--- src/rtl/register8_bank.sv ---
// -----------------------------------------------------------------------------
// register8_bank
//   A bank of 2**ADDR_W registers, each DATA_W bits wide. It has one
//   synchronous write port and two asynchronous (combinational) read ports.
//   X0 is hardwired to zero.
//
// Ports
//   clk  in   1        rising-edge clock for all writes
//   rst  in   1        asynchronous active-low reset; 0 clears every register
//   we3  in   1        write enable; only a definite 1 writes
//   wa3  in   ADDR_W   write address (writes to 0 are dropped)
//   wd3  in   DATA_W   write data
//   ra1  in   ADDR_W   read address, port 1
//   ra2  in   ADDR_W   read address, port 2
//   rd1  out  DATA_W   X[ra1], no latency, no write bypass
//   rd2  out  DATA_W   X[ra2], no latency, no write bypass
// -----------------------------------------------------------------------------
module register8_bank #(
    parameter int DATA_W = 8,
    parameter int ADDR_W = 3
) (
    input  logic              clk,
    input  logic              rst,
    input  logic              we3,
    input  logic [ADDR_W-1:0] wa3,
    input  logic [DATA_W-1:0] wd3,
    input  logic [ADDR_W-1:0] ra1,
    input  logic [ADDR_W-1:0] ra2,
    output logic [DATA_W-1:0] rd1,
    output logic [DATA_W-1:0] rd2
);

    localparam int NREG = 2 ** ADDR_W;

    logic [NREG-1:0][DATA_W-1:0] regs_q, regs_d;

    // Entry 0 is pinned to zero here, so it never holds anything but 0.
    // Comparing against 1'b1 keeps an unknown enable from writing.
    always_comb begin
        regs_d = regs_q;
        if ((we3 == 1'b1) && (wa3 != '0)) begin
            regs_d[wa3] = wd3;
        end
        regs_d[0] = '0;
    end

    always_ff @(posedge clk or negedge rst) begin
        if (!rst) begin
            regs_q <= '0;
        end else begin
            regs_q <= regs_d;
        end
    end

    // Reads are gated by rst so they return 0 while reset is held, even
    // in the same delta in which the asynchronous clear is taking effect.
    assign rd1 = rst ? regs_q[ra1] : '0;
    assign rd2 = rst ? regs_q[ra2] : '0;

endmodule

--- config.mk ---
export PLATFORM = sky130hd
export DESIGN_NAME = register8_bank
export DESIGN_NICKNAME = d
export VERILOG_FILES = /design/src/rtl/register8_bank.sv
export SDC_FILE = /design/constraint.sdc
export NUM_CORES = 1
export LEC_CHECK = 0
export BUFFER_PORTS_ARGS = -buffer_cell sky130_fd_sc_hd__buf_2
export CAP_MARGIN = 10
export CORE_ASPECT_RATIO = 1.5
export CORE_MARGIN = 2
export CORE_UTILIZATION = 58
export CTS_CLUSTER_SIZE = 20
export DETAILED_ROUTE_END_ITERATION = 12
export PLACE_DENSITY = 0.79
export SKIP_LAST_GASP = 1
export SLEW_MARGIN = 30
export SYNTH_ARGS = -nofsm -noshare
export SYNTH_HDL_FRONTEND = slang
export SYNTH_SLANG_ARGS = --single-unit
--- constraint.sdc ---
create_clock -name clk -period 1.75 [get_ports clk]
set_input_delay 0.35 -clock clk [delete_from_list [all_inputs] [get_ports clk]]
set_output_delay 0.35 -clock clk [all_outputs]
set_load 0.03 [all_outputs]
==> out/qor.txt, run 1 <==
Largest register FFs -> 56
Vias -> 2196
CTS sink cnt -> 56
Placed cell area -> 3540 µm²
Final min period -> 1.96 ns
Post-synth ARST share -> 100%
Type of origin of the critical path -> flip-flop
Vias in the first global route -> 2364
Placed cells -> 332
Layout cells sized above 1 -> 69.4%
Final setup margin -> -0.213 ns
EDFF count, synth -> 0
DR iter-0 viols -> 128
Global route overflow -> 0
Top flop regs -> regs_q: 56 flops
Syn_area_per_cell -> 14.4 µm²
Yosys top cell by area -> dfrtp_1
Detailed Place HPWL -> 5200 µm
Vias per inst -> 6.35
CTS buffer count -> 5
Worst EP arrival -> 1.61 ns
Register area share after synthesis -> 45.2%
Rel. slew slack -> 64.8%
Largest net degree at the start of global routing -> 29
Routed wire per std cell -> 21.7 µm
Std-Cell Rows -> 32
Synth cell count leaders -> mux2_2 (71), dfrtp_1 (56), mux4_2 (14)
Pre-CTS WS -> -0.340 ns
Min-delay worst type -> in2async
CTS tree -> built
R2r startpoint -> regs_q[10]
Chip height -> 93.5 µm
Design area -> 3820 µm²
Unrepaired setup endpoints after global routing -> true
Global-route wire length before repair -> 12400 µm
Starting Density -> 60.0%
Crit Path Max Fanout -> 3
Top cell type's share of synthesized area -> 45.2%
Total Power -> 3630 µW
Max Cap Violations -> 0
Buf/Inv on CP -> 1
Cell Pwr Density -> 950 nW/µm²
Gr usage total -> 28.0%
Final #Nets -> 298
Flops & latches, synth -> 56
Max IR drop VDD -> 0.752 mV
Syn. warnings -> 0
Ant. Diodes -> 0
Run status -> finished, violations left
Fin. max-slew vios -> 0
Top FF cell, synth -> dfrtp_1
Worst Path Required -> 1.40 ns
Drt first pass iters -> 4
Post-Syn Area -> 3100 µm²
CP Class -> reg2out
Reg clk slew, reported paths -> 0.10 ns
Most common cell in the netlist -> mux2_2
CP max stage delay -> 0.42 ns
Clk buf depth -> 2
# H-tree levels -> 2
LEAKAGE -> 0.00168 µW
Layout area overhead -> 23.3%
Final hold viol count -> 0
Failing checks -> setup timing
CTS root buffer -> clkbuf_8
Unique masters post-synth -> 26
Worst r2r path cells -> 3
WL final -> 7510 µm
Die area -> 5960 µm²
Clk Latency, worst-skew pair -> 0.30 ns
Synthesized net count -> 236
Placeable Area -> 5160 µm²
WP depth -> 4
CP max stage cell -> dfrtp_1
Finished Layout Cells -> 346
Ranking of synthesized cells by area -> dfrtp_1 (45%), mux2_2 (26%), mux4_2 (10%)
Internal reg-to-reg setup slack -> 0.73 ns
Initial antenna violation count -> 0
IO Count -> 36
IO Port Bufs -> 35
Final setup fails -> 16
Cells after Synth -> 216
Final GP Congestion -> 0.847
Fin crit share -> 112%
Reg with most FFs -> regs_q
Post-route ant nets -> 0
Setup Skew -> 0 ns
DRC errors left -> 0
Die extent in x -> 63.7 µm
Critical path, cell by cell -> mux2_2, a221o_1, o211a_2, buf_6
Critical Path Sink Type -> output port
Worst slew pin tran -> 0.528 ns
Fmax -> 0.509 GHz
Layout fillers -> 337
Reg2reg end -> regs_q[10]
CP delay by family, top -> compound AO/OA/AOI/OAI gates
==> tightest hold or removal path: stages <==
cell	delay, ns
buf_2	0.10
buf_12	0.16
buf_4	0.16
==> cell families after synthesis <==
family / count (synthesis) / share of synthesized area (%)
compound gates: 32 / 8.43
buf+inv: 20 / 4.08
flops: 56 / 45.2
mux: 88 / 38.1
simple gates: 20 / 4.16
==> metal layers <==
layer / track usage [%] / part of all wire, % / wire length (µm) / vias up
met5: 0 / 0 / 0 / -
met4: 12.1 / 2.6 / 199 / 0
met3: 4.09 / 3.8 / 289 / 18
met2: 47.2 / 53 / 3990 / 69
met1: 35.9 / 40 / 3030 / 1140
li1: - / - / - / 969
==> per-stage QoR <==
stage	util (%)	hold slack [ns]	setup TNS (ns)
finish	74.0	0.136	-2.71
global route	74.0	0.146	-3.51
CTS	73.1	0.121	-2.61
detailed placement	68.5	0.323	-4.81
global placement	68.5	0.321	-4.73
floorplan	-	0.0544	0
==> report_power, final <==
part	switching [µW]	internal (µW)	total, µW
Combinational	465	683	1150
Clock	404	274	678
Sequential	226	1580	1810
Total	1100	2540	3630
==> what timing repair did <==
action | CTS | global route
pin swaps | 1 | 4
gates resized for setup | 49 | 9
hold endpoints to repair | 22 | 0
endpoints found under the setup margin | 16 | 16
buffers inserted | 3 | 2
hold buffers | 2 | 0
==> worst max-delay path by stage <==
stage	from	to	slack (ns)
floorplan	ra1[0]	rd1[5]	0.001
global placement	ra1[0]	rd1[6]	-0.33
detailed placement	ra2[0]	rd2[4]	-0.34
CTS	regs_q[61]	rd1[5]	-0.21
global route	regs_q[13]	rd1[5]	-0.26
finish	regs_q[13]	rd1[5]	-0.21
==> cell usage in the layout (no fill, tap or decap), drive strengths merged <==
cell	netlist	routed
mux2	72	72
buf	15	72
dfrtp	56	56
mux4	16	16
o21ai	9	9
nor2	8	8
a221oi	8	8
a221o	7	7
o211a	7	7
clkbuf	3	6
nand4b	3	3
inv	2	2
nand2	2	2
nor4bb	2	2
nor2b	2	2
nand3b	1	1
a31oi	1	1
nand4	1	1
nor3	1	1
clkinv	0	1
dlygate4sd3	0	1
==> layout make-up <==
type	count	area, µm²	area share, %
Sequential cell	56	1400	36.7
Timing Repair Buffer	73	573	15.0
Multi-Input combinational cell	140	1680	43.9
Tap cell	68	85.1	2.23
Clock buffer	6	72.6	1.90
Clock inverter	1	5.00	0.131
Inverter	2	7.51	0.196
(Power assumes the default switching activity.)
==> run 2: changes to the inputs <==
- CORE_UTILIZATION: 58 -> 52
- PLACE_DENSITY: 0.79 -> 0.72
- RECOVER_POWER: not set -> 25
==> out/qor.txt, run 2 (synthesis results as in run 1) <==
Run status -> finished, violations left
Failing checks -> setup timing
Largest net degree at the start of global routing -> 16
Post-route ant nets -> 0
CTS sink cnt -> 56
Placed cells -> 342
Critical path, cell by cell -> mux2_4, a221o_1, o211a_1, buf_6
CP Class -> reg2out
DRC errors left -> 0
Cell Pwr Density -> 949 nW/µm²
CTS root buffer -> clkbuf_8
Max IR drop VDD -> 0.704 mV
Clk Latency, worst-skew pair -> 0.30 ns
DR iter-0 viols -> 117
Critical Path Sink Type -> output port
Chip height -> 98.6 µm
Layout area overhead -> 24.5%
Global route overflow -> 0
Rel. slew slack -> 57.2%
Final #Nets -> 300
Final GP Congestion -> 0.818
Top flop regs -> regs_q: 56 flops
Worst slew pin tran -> 0.641 ns
Finished Layout Cells -> 353
Max Cap Violations -> 0
Flop pwr share -> 49.1%
Vias -> 2215
Global-route wire length before repair -> 12600 µm
Placeable Area -> 5790 µm²
Worst Path Required -> 1.40 ns
Worst Setup SP -> regs_q[25]
Hold_buf cts -> 0
Final setup fails -> 16
CTS buffer count -> 5
Vias in the first global route -> 2363
R2r startpoint -> regs_q[24]
Crit Path Max Fanout -> 3
Final setup margin -> -0.200 ns
Starting Density -> 53.6%
CP max stage cell -> dfrtp_1
IO Port Bufs -> 35
Final hold viol count -> 0
WL final -> 7730 µm
Net Sw Frac -> 29.6%
Clock Power Share -> 19.7%
Most frequent cells in the layout -> mux2_2 (69), dfrtp_1 (56), buf_4 (40)
Min-delay worst type -> in2async
Gr usage total -> 25.9%
Clk buf depth -> 2
Type of origin of the critical path -> flip-flop
Setup TNS -> -2.47 ns
IO Count -> 36
Final core utilization -> 66.7%
Internal reg-to-reg setup slack -> 0.84 ns
Setup Skew -> 0 ns
Std-Cell Rows -> 34
Largest register FFs -> 56
Int Power -> 2580 µW
Commonest non-fill, non-tap cell in the layout -> mux2_2
Logic pwr share -> 31.2%
# H-tree levels -> 2
CP max stage delay -> 0.41 ns
Unrepaired setup endpoints after global routing -> true
Fin. max-slew vios -> 0
Detailed Place HPWL -> 5540 µm
Routed wire per std cell -> 21.9 µm
Fmax -> 0.513 GHz
Final min period -> 1.95 ns
Vias per inst -> 6.27
Die extent in x -> 67.0 µm
Ant. Diodes -> 0
Reg clk slew, reported paths -> 0.09 ns
Net switching power figure -> 1080 µW
Drt first pass iters -> 4
LEAKAGE -> 0.00169 µW
Reg with most FFs -> regs_q
CTS tree -> built
Layout cells sized above 1 -> 68.3%
Worst EP arrival -> 1.60 ns
Die area -> 6610 µm²
Total Power -> 3660 µW
Initial antenna violation count -> 0
Fin crit share -> 111%
## run 2: metrics by stage
step                      setup slack [ns]  area, µm²  hold WS, ns
after detailed placement            -0.335       3600        0.496
final                               -0.200       3860        0.204
after global placement              -0.330       3600        0.498
after CTS                           -0.187       3850        0.218
after global routing                -0.241       3860        0.211
after floorplan                    0.00121       3120       0.0544
## run 2: path summary, 6_finish.rpt
kind / to / cells after the start
min reg2reg: regs_q[50] / 1
max reg2reg: regs_q[24] / 2
max: rd1[1] / 4
max in group asynchronous: regs_q[8] / 2
min: regs_q[50] / 2
min in group clk: regs_q[42] / 2
## run 2: power groups by stage
stage / registers (µW) / clock network, µW / logic [µW]
after floorplan: 1730 / 0 / 772
after global placement: 1790 / 0 / 999
after detailed placement: 1810 / 0 / 1020
after CTS: 1790 / 743 / 1130
after global routing: 1840 / 788 / 1220
final: 1800 / 721 / 1140
## run 2: worst max-delay path: cells and delay by family (launching register included)
kind	cells	cell delay, ns
AO/OA/AOI/OAI	2	0.47
multiplexers	1	0.27
flip-flops	1	0.41
buffers and inverters	1	0.15
## run 2: cell type report
type / instances / area, µm²
multi-input cells: 140 / 1680
inverters: 2 / 7.51
clock buffers: 8 / 90.1
well taps: 72 / 90.1
flip-flops and latches: 56 / 1400
repair buffers: 75 / 591
fillers: 450 / 1920
## run 2: layer usage
layer  GRT usage [%]  vias to the layer above  part of all wire, %
li1                -                      976                    -
met1            34.9                     1169                   41
met2            43.4                       56                   53
met3            2.63                       14                  3.1
met4            8.48                        0                  2.1
met5               0                        -                    0
## run 2: timing repair
action / CTS / global route
gates resized for setup: 56 / 3
setup endpoints to repair: 16 / 16
buffers inserted: 2 / 1
pin swaps: 7 / 1
